<file path="src/rtl/muldiv_pkg.sv">
// Shared definitions for the EX-stage multiply/divide controller.
package muldiv_pkg;

    // Operation codes presented on op by the decoder.
    localparam logic [2:0] MD_NONE  = 3'd0;
    localparam logic [2:0] MD_MULT  = 3'd1;
    localparam logic [2:0] MD_MULTU = 3'd2;
    localparam logic [2:0] MD_DIV   = 3'd3;
    localparam logic [2:0] MD_DIVU  = 3'd4;
    localparam logic [2:0] MD_MTHI  = 3'd5;
    localparam logic [2:0] MD_MTLO  = 3'd6;

    // Divider iterations: one quotient bit per cycle across the datapath width.
    localparam int DIV_ITER = 32;

    typedef enum logic [1:0] {
        ST_IDLE     = 2'd0,
        ST_MUL_WAIT = 2'd1,
        ST_DIV_BUSY = 2'd2,
        ST_DONE     = 2'd3
    } md_state_e;

    // Two's-complement negate when neg is set; used for magnitudes and sign fix-up.
    function automatic logic [31:0] cond_neg(input logic [31:0] v, input logic neg);
        return neg ? (~v + 32'd1) : v;
    endfunction

endpackage

</file>
<file path="src/rtl/muldiv_ctrl_div_core.sv">
// Iterative unsigned restoring divider: one quotient bit per step.
// The quotient register starts holding the dividend and shifts quotient bits in
// from the right, so after DIV_ITER steps it holds the full quotient.
module div_core
    import muldiv_pkg::*;
(
    input  logic        clk,
    input  logic        resetn,
    input  logic        load,
    input  logic        step,
    input  logic [31:0] dividend,
    input  logic [31:0] divisor,
    output logic [31:0] quo_next,
    output logic [31:0] rem_next
);

    logic [31:0] quo_r;
    logic [31:0] rem_r;
    logic [31:0] dvs_r;
    logic [32:0] partial_s;
    logic [32:0] diff_s;

    // Combinational shift-subtract step; outputs are the post-step values so the
    // controller can commit the final step without an extra cycle.
    always_comb begin
        partial_s = {rem_r, quo_r[31]};
        diff_s    = partial_s - {1'b0, dvs_r};
        // partial < 2*divisor, so bit 32 of the difference is set exactly on borrow.
        if (diff_s[32] == 1'b0) begin
            rem_next = diff_s[31:0];
            quo_next = {quo_r[30:0], 1'b1};
        end else begin
            rem_next = partial_s[31:0];
            quo_next = {quo_r[30:0], 1'b0};
        end
    end

    // Divider state: load operands, or advance one step when enabled.
    always_ff @(posedge clk) begin
        if (!resetn) begin
            quo_r <= 32'd0;
            rem_r <= 32'd0;
            dvs_r <= 32'd0;
        end else if (load) begin
            quo_r <= dividend;
            rem_r <= 32'd0;
            dvs_r <= divisor;
        end else if (step) begin
            quo_r <= quo_next;
            rem_r <= rem_next;
        end else begin
            quo_r <= quo_r;
            rem_r <= rem_r;
            dvs_r <= dvs_r;
        end
    end

endmodule

</file>
<file path="src/rtl/muldiv_ctrl.sv">
// EX-stage multiply/divide sequencer and HI/LO register owner.
// Drives the external pipelined multiplier, runs the internal divider, stalls the
// pipeline while an operation is in flight and commits 64-bit results to HI/LO.
module muldiv_ctrl
    import muldiv_pkg::*;
#(
    parameter int MUL_LAT = 2
)
(
    input  logic        clk,
    input  logic        resetn,
    input  logic        flush,
    input  logic        op_valid,
    input  logic [2:0]  op,
    input  logic [31:0] src_a,
    input  logic [31:0] src_b,
    output logic        mul_signed,
    output logic [31:0] mul_ina,
    output logic [31:0] mul_inb,
    input  logic [63:0] mul_result,
    output logic        stall_req,
    output logic        done,
    output logic [31:0] hi_o,
    output logic [31:0] lo_o
);

    localparam int CNT_MAX = (MUL_LAT > DIV_ITER) ? MUL_LAT : DIV_ITER;
    localparam int CNT_W   = $clog2(CNT_MAX + 1);

    md_state_e        state_r, state_s;
    logic [CNT_W-1:0] cnt_r, cnt_s;
    logic [31:0]      hi_r, hi_s;
    logic [31:0]      lo_r, lo_s;
    logic             q_neg_r, q_neg_s;
    logic             r_neg_r, r_neg_s;
    logic             mul_sgn_r, mul_sgn_s;
    logic             div_sgn_s;
    logic             div_load_s;
    logic             div_step_s;
    logic [31:0]      div_a_s;
    logic [31:0]      div_b_s;
    logic [31:0]      quo_next_s;
    logic [31:0]      rem_next_s;

    div_core u_div_core (
        .clk      (clk),
        .resetn   (resetn),
        .load     (div_load_s),
        .step     (div_step_s),
        .dividend (div_a_s),
        .divisor  (div_b_s),
        .quo_next (quo_next_s),
        .rem_next (rem_next_s)
    );

    // Next-state, datapath next values and combinational outputs.
    always_comb begin
        state_s    = state_r;
        cnt_s      = cnt_r;
        hi_s       = hi_r;
        lo_s       = lo_r;
        q_neg_s    = q_neg_r;
        r_neg_s    = r_neg_r;
        mul_sgn_s  = mul_sgn_r;
        div_sgn_s  = 1'b0;
        div_load_s = 1'b0;
        div_step_s = 1'b0;
        div_a_s    = 32'd0;
        div_b_s    = 32'd0;
        stall_req  = 1'b0;
        mul_ina    = 32'd0;
        mul_inb    = 32'd0;
        mul_signed = 1'b0;
        done       = 1'b0;

        case (state_r)
            ST_IDLE: begin
                // Nothing is accepted on a flush or while reset is asserted.
                if (op_valid && !flush && resetn) begin
                    case (op)
                        MD_MULT, MD_MULTU: begin
                            stall_req  = 1'b1;
                            mul_ina    = src_a;
                            mul_inb    = src_b;
                            mul_signed = (op == MD_MULT);
                            mul_sgn_s  = (op == MD_MULT);
                            cnt_s      = CNT_W'(MUL_LAT - 1);
                            state_s    = ST_MUL_WAIT;
                        end
                        MD_DIV, MD_DIVU: begin
                            stall_req = 1'b1;
                            if (src_b == 32'd0) begin
                                lo_s    = 32'hFFFF_FFFF;
                                hi_s    = src_a;
                                state_s = ST_DONE;
                            end else begin
                                div_sgn_s  = (op == MD_DIV);
                                div_load_s = 1'b1;
                                div_a_s    = cond_neg(src_a, div_sgn_s && src_a[31]);
                                div_b_s    = cond_neg(src_b, div_sgn_s && src_b[31]);
                                q_neg_s    = div_sgn_s && (src_a[31] ^ src_b[31]);
                                r_neg_s    = div_sgn_s && src_a[31];
                                cnt_s      = CNT_W'(DIV_ITER - 1);
                                state_s    = ST_DIV_BUSY;
                            end
                        end
                        MD_MTHI: begin
                            hi_s = src_a;
                        end
                        MD_MTLO: begin
                            lo_s = src_a;
                        end
                        default: begin
                            state_s = ST_IDLE;
                        end
                    endcase
                end else begin
                    state_s = ST_IDLE;
                end
            end
            ST_MUL_WAIT: begin
                stall_req  = 1'b1;
                mul_ina    = src_a;
                mul_inb    = src_b;
                mul_signed = mul_sgn_r;
                if (cnt_r == {CNT_W{1'b0}}) begin
                    {hi_s, lo_s} = mul_result;
                    state_s      = ST_DONE;
                end else begin
                    cnt_s = cnt_r - CNT_W'(1);
                end
            end
            ST_DIV_BUSY: begin
                stall_req  = 1'b1;
                div_step_s = 1'b1;
                if (cnt_r == {CNT_W{1'b0}}) begin
                    lo_s    = cond_neg(quo_next_s, q_neg_r);
                    hi_s    = cond_neg(rem_next_s, r_neg_r);
                    state_s = ST_DONE;
                end else begin
                    cnt_s = cnt_r - CNT_W'(1);
                end
            end
            ST_DONE: begin
                // op_valid here is the same instruction leaving EX; never re-issue.
                done    = 1'b1;
                state_s = ST_IDLE;
            end
            default: begin
                state_s = ST_IDLE;
            end
        endcase

        // Flush aborts everything in flight and suppresses any HI/LO write.
        if (flush) begin
            state_s    = ST_IDLE;
            cnt_s      = {CNT_W{1'b0}};
            hi_s       = hi_r;
            lo_s       = lo_r;
            div_step_s = 1'b0;
        end else begin
            cnt_s = cnt_s;
        end
    end

    // State and HI/LO registers with synchronous active-low reset.
    always_ff @(posedge clk) begin
        if (!resetn) begin
            state_r   <= ST_IDLE;
            cnt_r     <= {CNT_W{1'b0}};
            hi_r      <= 32'd0;
            lo_r      <= 32'd0;
            q_neg_r   <= 1'b0;
            r_neg_r   <= 1'b0;
            mul_sgn_r <= 1'b0;
        end else begin
            state_r   <= state_s;
            cnt_r     <= cnt_s;
            hi_r      <= hi_s;
            lo_r      <= lo_s;
            q_neg_r   <= q_neg_s;
            r_neg_r   <= r_neg_s;
            mul_sgn_r <= mul_sgn_s;
        end
    end

    assign hi_o = hi_r;
    assign lo_o = lo_r;

endmodule

</file>
<file path="config.mk">
export PLATFORM = sky130hd
export DESIGN_NAME = muldiv_ctrl
export DESIGN_NICKNAME = d
export VERILOG_FILES = /design/src/rtl/muldiv_pkg.sv /design/src/rtl/muldiv_ctrl_div_core.sv /design/src/rtl/muldiv_ctrl.sv
export SDC_FILE = /design/constraint.sdc
export NUM_CORES = 1
export LEC_CHECK = 0
export ABC_CLOCK_PERIOD_IN_PS = 4900
export BUFFER_PORTS_ARGS = -buffer_cell sky130_fd_sc_hd__buf_2
export CORE_ASPECT_RATIO = 0.5
export CORE_MARGIN = 2
export CORE_UTILIZATION = 45
export CTS_CLUSTER_SIZE = 30
export DETAILED_ROUTE_END_ITERATION = 10
export HOLD_SLACK_MARGIN = 0.02
export PLACE_DENSITY = 0.7
export RECOVER_POWER = 50
export SLEW_MARGIN = 40
export SYNTH_ARGS = -nofsm -noshare
export SYNTH_HDL_FRONTEND = slang
export SYNTH_HIERARCHICAL = 1
export SYNTH_SLANG_ARGS = --single-unit
</file>
<file path="constraint.sdc">
create_clock -name clk -period 4.9 [get_ports clk]
set_clock_uncertainty 0.05 [all_clocks]
set_input_delay 0.98 -clock clk [delete_from_list [all_inputs] [get_ports clk]]
set_output_delay 0.98 -clock clk [all_outputs]
set_load 0.02 [all_outputs]
</file>
==> impl_summary.log <==
INFO  metric yosys.area.top_type = sky130_fd_sc_hd__dfxtp_1
INFO  metric post-route-drc-count = 0
INFO  metric vias = 15700
INFO  metric num_cts_buffers = 17
INFO  metric mean_post_synth_cell_area = 7.56 µm²
INFO  metric finalHoldViolations = 0
INFO  metric overflow_left_after_global_routing = 0
INFO  metric insertion_delay = 460 ps
INFO  metric yosys_register_bits = 171
INFO  metric compound_gate_fraction_of_synth_area = 27.1%
INFO  metric min_to = lo_o[3]
INFO  metric grt_usage = 31.1%
INFO  metric drt_pre_antenna_iters = 6
INFO  metric ctsLongestPathBuffers = 2
INFO  metric total_i_o_pin_count = 266
INFO  metric postSynth.topFlopCell = sky130_fd_sc_hd__dfxtp_1
INFO  metric placement_rows = 46
INFO  metric synth-warning-count = 6
INFO  metric area_growth = 18.4%
INFO  metric area_inside_the_core_boundary = 31600 µm²
INFO  metric worst_tran_pin_value = 1800 ps
INFO  metric netlist_top_cells_area = sky130_fd_sc_hd__dfxtp_1, sky130_fd_sc_hd__xnor2_1, sky130_fd_sc_hd__nor2_1
INFO  metric post_drt_wl_per_cell = 21.3 µm
INFO  metric synth_simple_gate_area_share = 23.9%
INFO  metric finalSetupViolations = 0
INFO  metric cp_data_arrival_time = 5030 ps
INFO  metric synthDominantCellAreaShare = 23.7%
INFO  metric mappedNetlistArea = 14400 µm²
INFO  metric reg2reg_to = hi_o[25]
INFO  metric tritoncts = done
INFO  metric worst_hold_path.num_cells = 2
INFO  metric status = complete, but fails checks
INFO  metric final.period_utilization = 96.7%
INFO  metric finalCriticalPeriod = 4740 ps
INFO  metric required_worst_endpoint = 5190 ps
INFO  metric cts_clock_pin_slew_for_the_worst_setup_and_hold_paths = 70 ps
INFO  metric fmax = 211 MHz
INFO  metric cts.htree.levels = 4
INFO  metric proportion_of_synthesized_area_in_mux_cells = 6.24%
INFO  metric yosys.cell_types.count = 81
INFO  metric regToRegSetupSlack = 160 ps
INFO  metric place.detailed.hpwl = 41.3 mm
INFO  metric final_layout_size_suffix_gt1_share = 20.0%
INFO  metric proportion_of_synthesized_chip_area_in_sequential_cells = 23.7%
INFO  metric antenna-diode-count = 0
INFO  metric crit_fanout = 14
INFO  metric synthMostInstantiatedCell = sky130_fd_sc_hd__nor2_1
INFO  metric syn-instance-count = 1909
INFO  metric post_synth_edffs = 0
INFO  metric avgViaCountPerCell = 6.09
INFO  metric grt_pass1_vias = 13900
INFO  metric synth_top_cells_by_count = sky130_fd_sc_hd__nor2_1, sky130_fd_sc_hd__dfxtp_1, sky130_fd_sc_hd__nand2_1
INFO  metric die_x = 257 µm
INFO  metric clock-sinks = 171
INFO  metric first_pass_grt_wire_length = 80.7 mm
INFO  metric routed_wl = 54.9 mm
INFO  metric slew_violations = 36
INFO  metric dieHeight = 131 µm
INFO  metric synth_nets = 2088
INFO  metric critPathLaunch = u_div_core/quo_r[31]
INFO  metric initial_core_util = 45.7%
INFO  metric reg2regPathDepth = 18
INFO  metric finalHoldWorstSlack = 407 ps
INFO  metric p_total = 4130 µW
INFO  metric die_area = 33600 µm²
INFO  metric peakVddDrop = 0.000174 V
INFO  metric slew_headroom = -19.9%
INFO  metric final_nets = 2316
INFO  metric post_synth_fa_ha_maj_area_fraction = 3.87%
INFO  metric portBuffers = 265
INFO  metric worstHoldPathType = flip-flop to flip-flop
INFO  metric layout.core_utilization = 54.1%
INFO  metric hold_path.startpoint = lo_o[3]
INFO  metric max_cap_viols = 1
INFO  metric grt_antenna_before_repair = 0
INFO  metric pin_count_of_the_biggest_net_entering_global_routing = 93
INFO  metric cp-end-kind = flip-flop
INFO  metric synth-xor-area-share = 7.40%
INFO  metric r2r_start = u_div_core/quo_r[31]
INFO  metric power.leakage = 0.00713 µW
INFO  metric fin_setup_tns = 0 ps
INFO  metric main_combinational_cell_family_by_area_after_synthesis = compound AO/OA/AOI/OAI gates
INFO  metric ant_nets = 0
INFO  metric root_buffer = sky130_fd_sc_hd__clkbuf_16
INFO  metric violations = capacitance limit, slew limit
INFO  metric dr.first_iter.drc_count = 1924
INFO  metric finalWeightedCongestion = 0.979
INFO  metric cellPowerDensity = 241 nW/µm²
INFO  metric crit_path_start_kind = flip-flop
INFO  metric nFillCells = 3141
INFO  metric timing_worst_setup_path_type = flip-flop to flip-flop
INFO  metric async_flop_share = 0%
power breakdown:
| part | internal [µW] | switching (µW) | leakage, µW |
|---|---|---|---|
| combinational | 453 | 749 | 0.00544 |
| sequential | 1410 | 24.6 | 0.00138 |
| clock | 832 | 653 | 0.000309 |
| total | 2700 | 1430 | 0.00713 |
cells in the final DEF, fill, tap and decap left out, drive strengths merged, types with 5 or more instances in the layout:
cell type  instances
nand2            148
o21ai            108
or3               31
nor4              19
nand2b            12
o211a             35
nand3b             6
inv               79
nand3             57
and2               9
mux2i             69
clkbuf            90
ha                43
buf              312
mux2              14
o211ai            43
o21a              27
a21o              12
a211oi             6
nor3b              5
or4               26
a41oi              6
a31oi             16
clkinv             6
o31ai             44
a221o             16
or2               14
nor2b             91
o41ai             39
nor2             187
nand4             13
dfxtp            171
nor3              45
xnor2             92
and3              15
a21oi            125
xor2              30
o221ai             9
a221oi            35
repair_timing:
item,in CTS,in global routing
cloned,1,0
endpoints found under the setup margin,20,28
hold buffers,0,0
setup buffers,0,3
gates resized for setup,10,24
pin swaps,2,13
metrics by stage:
step / instances / setup slack [ps] / area [µm²]
finish: 2582 / 163 / 17100
floorplan: 1909 / 3.39 / 14400
detailed placement: 2545 / -206 / 16400
CTS: 2578 / -4.32 / 17100
global route: 2582 / -19.4 / 17100
global placement: 2545 / -88.9 / 16400
cell type report:
cell class                 instances  area, µm²  share of cell area, %
sequential                       171       3430                   20.1
clock buffer                      19        443                   2.59
clock inverter                    13        186                   1.09
timing repair buffer             383       2140                   12.5
tap                              432        541                   3.16
inverter                          75        289                   1.69
multi-input combinational       1489      10100                   58.9
routing by layer:
layer | global-route usage [%] | up-vias | share of wire (%)
li1 | - | 7397 | -
met5 | 0 | - | 0
met4 | 16.7 | 0 | 4.9
met3 | 4.92 | 132 | 7.7
met1 | 41.8 | 7446 | 43
met2 | 48.4 | 737 | 45
worst max-delay path: stages, from the launching register on:
cell	delay [ps]
sky130_fd_sc_hd__dfxtp_2	330
sky130_fd_sc_hd__inv_1	50
sky130_fd_sc_hd__ha_2	200
sky130_fd_sc_hd__fa_2	360
sky130_fd_sc_hd__nor2b_2	150
sky130_fd_sc_hd__o2111ai_2	140
sky130_fd_sc_hd__a21oi_2	200
sky130_fd_sc_hd__a211o_1	180
sky130_fd_sc_hd__nand2_2	100
sky130_fd_sc_hd__a21boi_4	260
sky130_fd_sc_hd__nand2_8	80
sky130_fd_sc_hd__inv_8	120
sky130_fd_sc_hd__mux2_4	320
sky130_fd_sc_hd__or4_4	580
sky130_fd_sc_hd__or3_4	480
sky130_fd_sc_hd__o41ai_4	380
sky130_fd_sc_hd__xnor2_1	150
sky130_fd_sc_hd__a221oi_1	90
sky130_fd_sc_hd__o41ai_1	370
state kept, by name (all words and copies together), names as in the netlist:
name and cells:
cnt_r 6, hi_o 32, lo_o 32, mul_sgn_r 1
q_neg_r 1, r_neg_r 1, state_r 2, u_div_core/dvs_r 32
u_div_core/quo_r 32, u_div_core/rem_r 32
cells by family after synthesis:
group,count (synthesis)
buffers and inverters,250
AO/OA/AOI/OAI,555
XOR/XNOR,122
adder cells (fa/ha/maj),44
multiplexers,83
AND/OR/NAND/NOR,684
flip-flops,171
worst max path at each step:
stage	end	slack [ps]	cells past startpoint
floorplan	hi_o[22]	3	24
global placement	hi_o[26]	-90	18
detailed placement	hi_o[25]	-210	18
CTS	hi_o[26]	-4	20
global route	hi_o[22]	-20	19
finish	hi_o[25]	160	18
(Power assumes the default switching activity.)
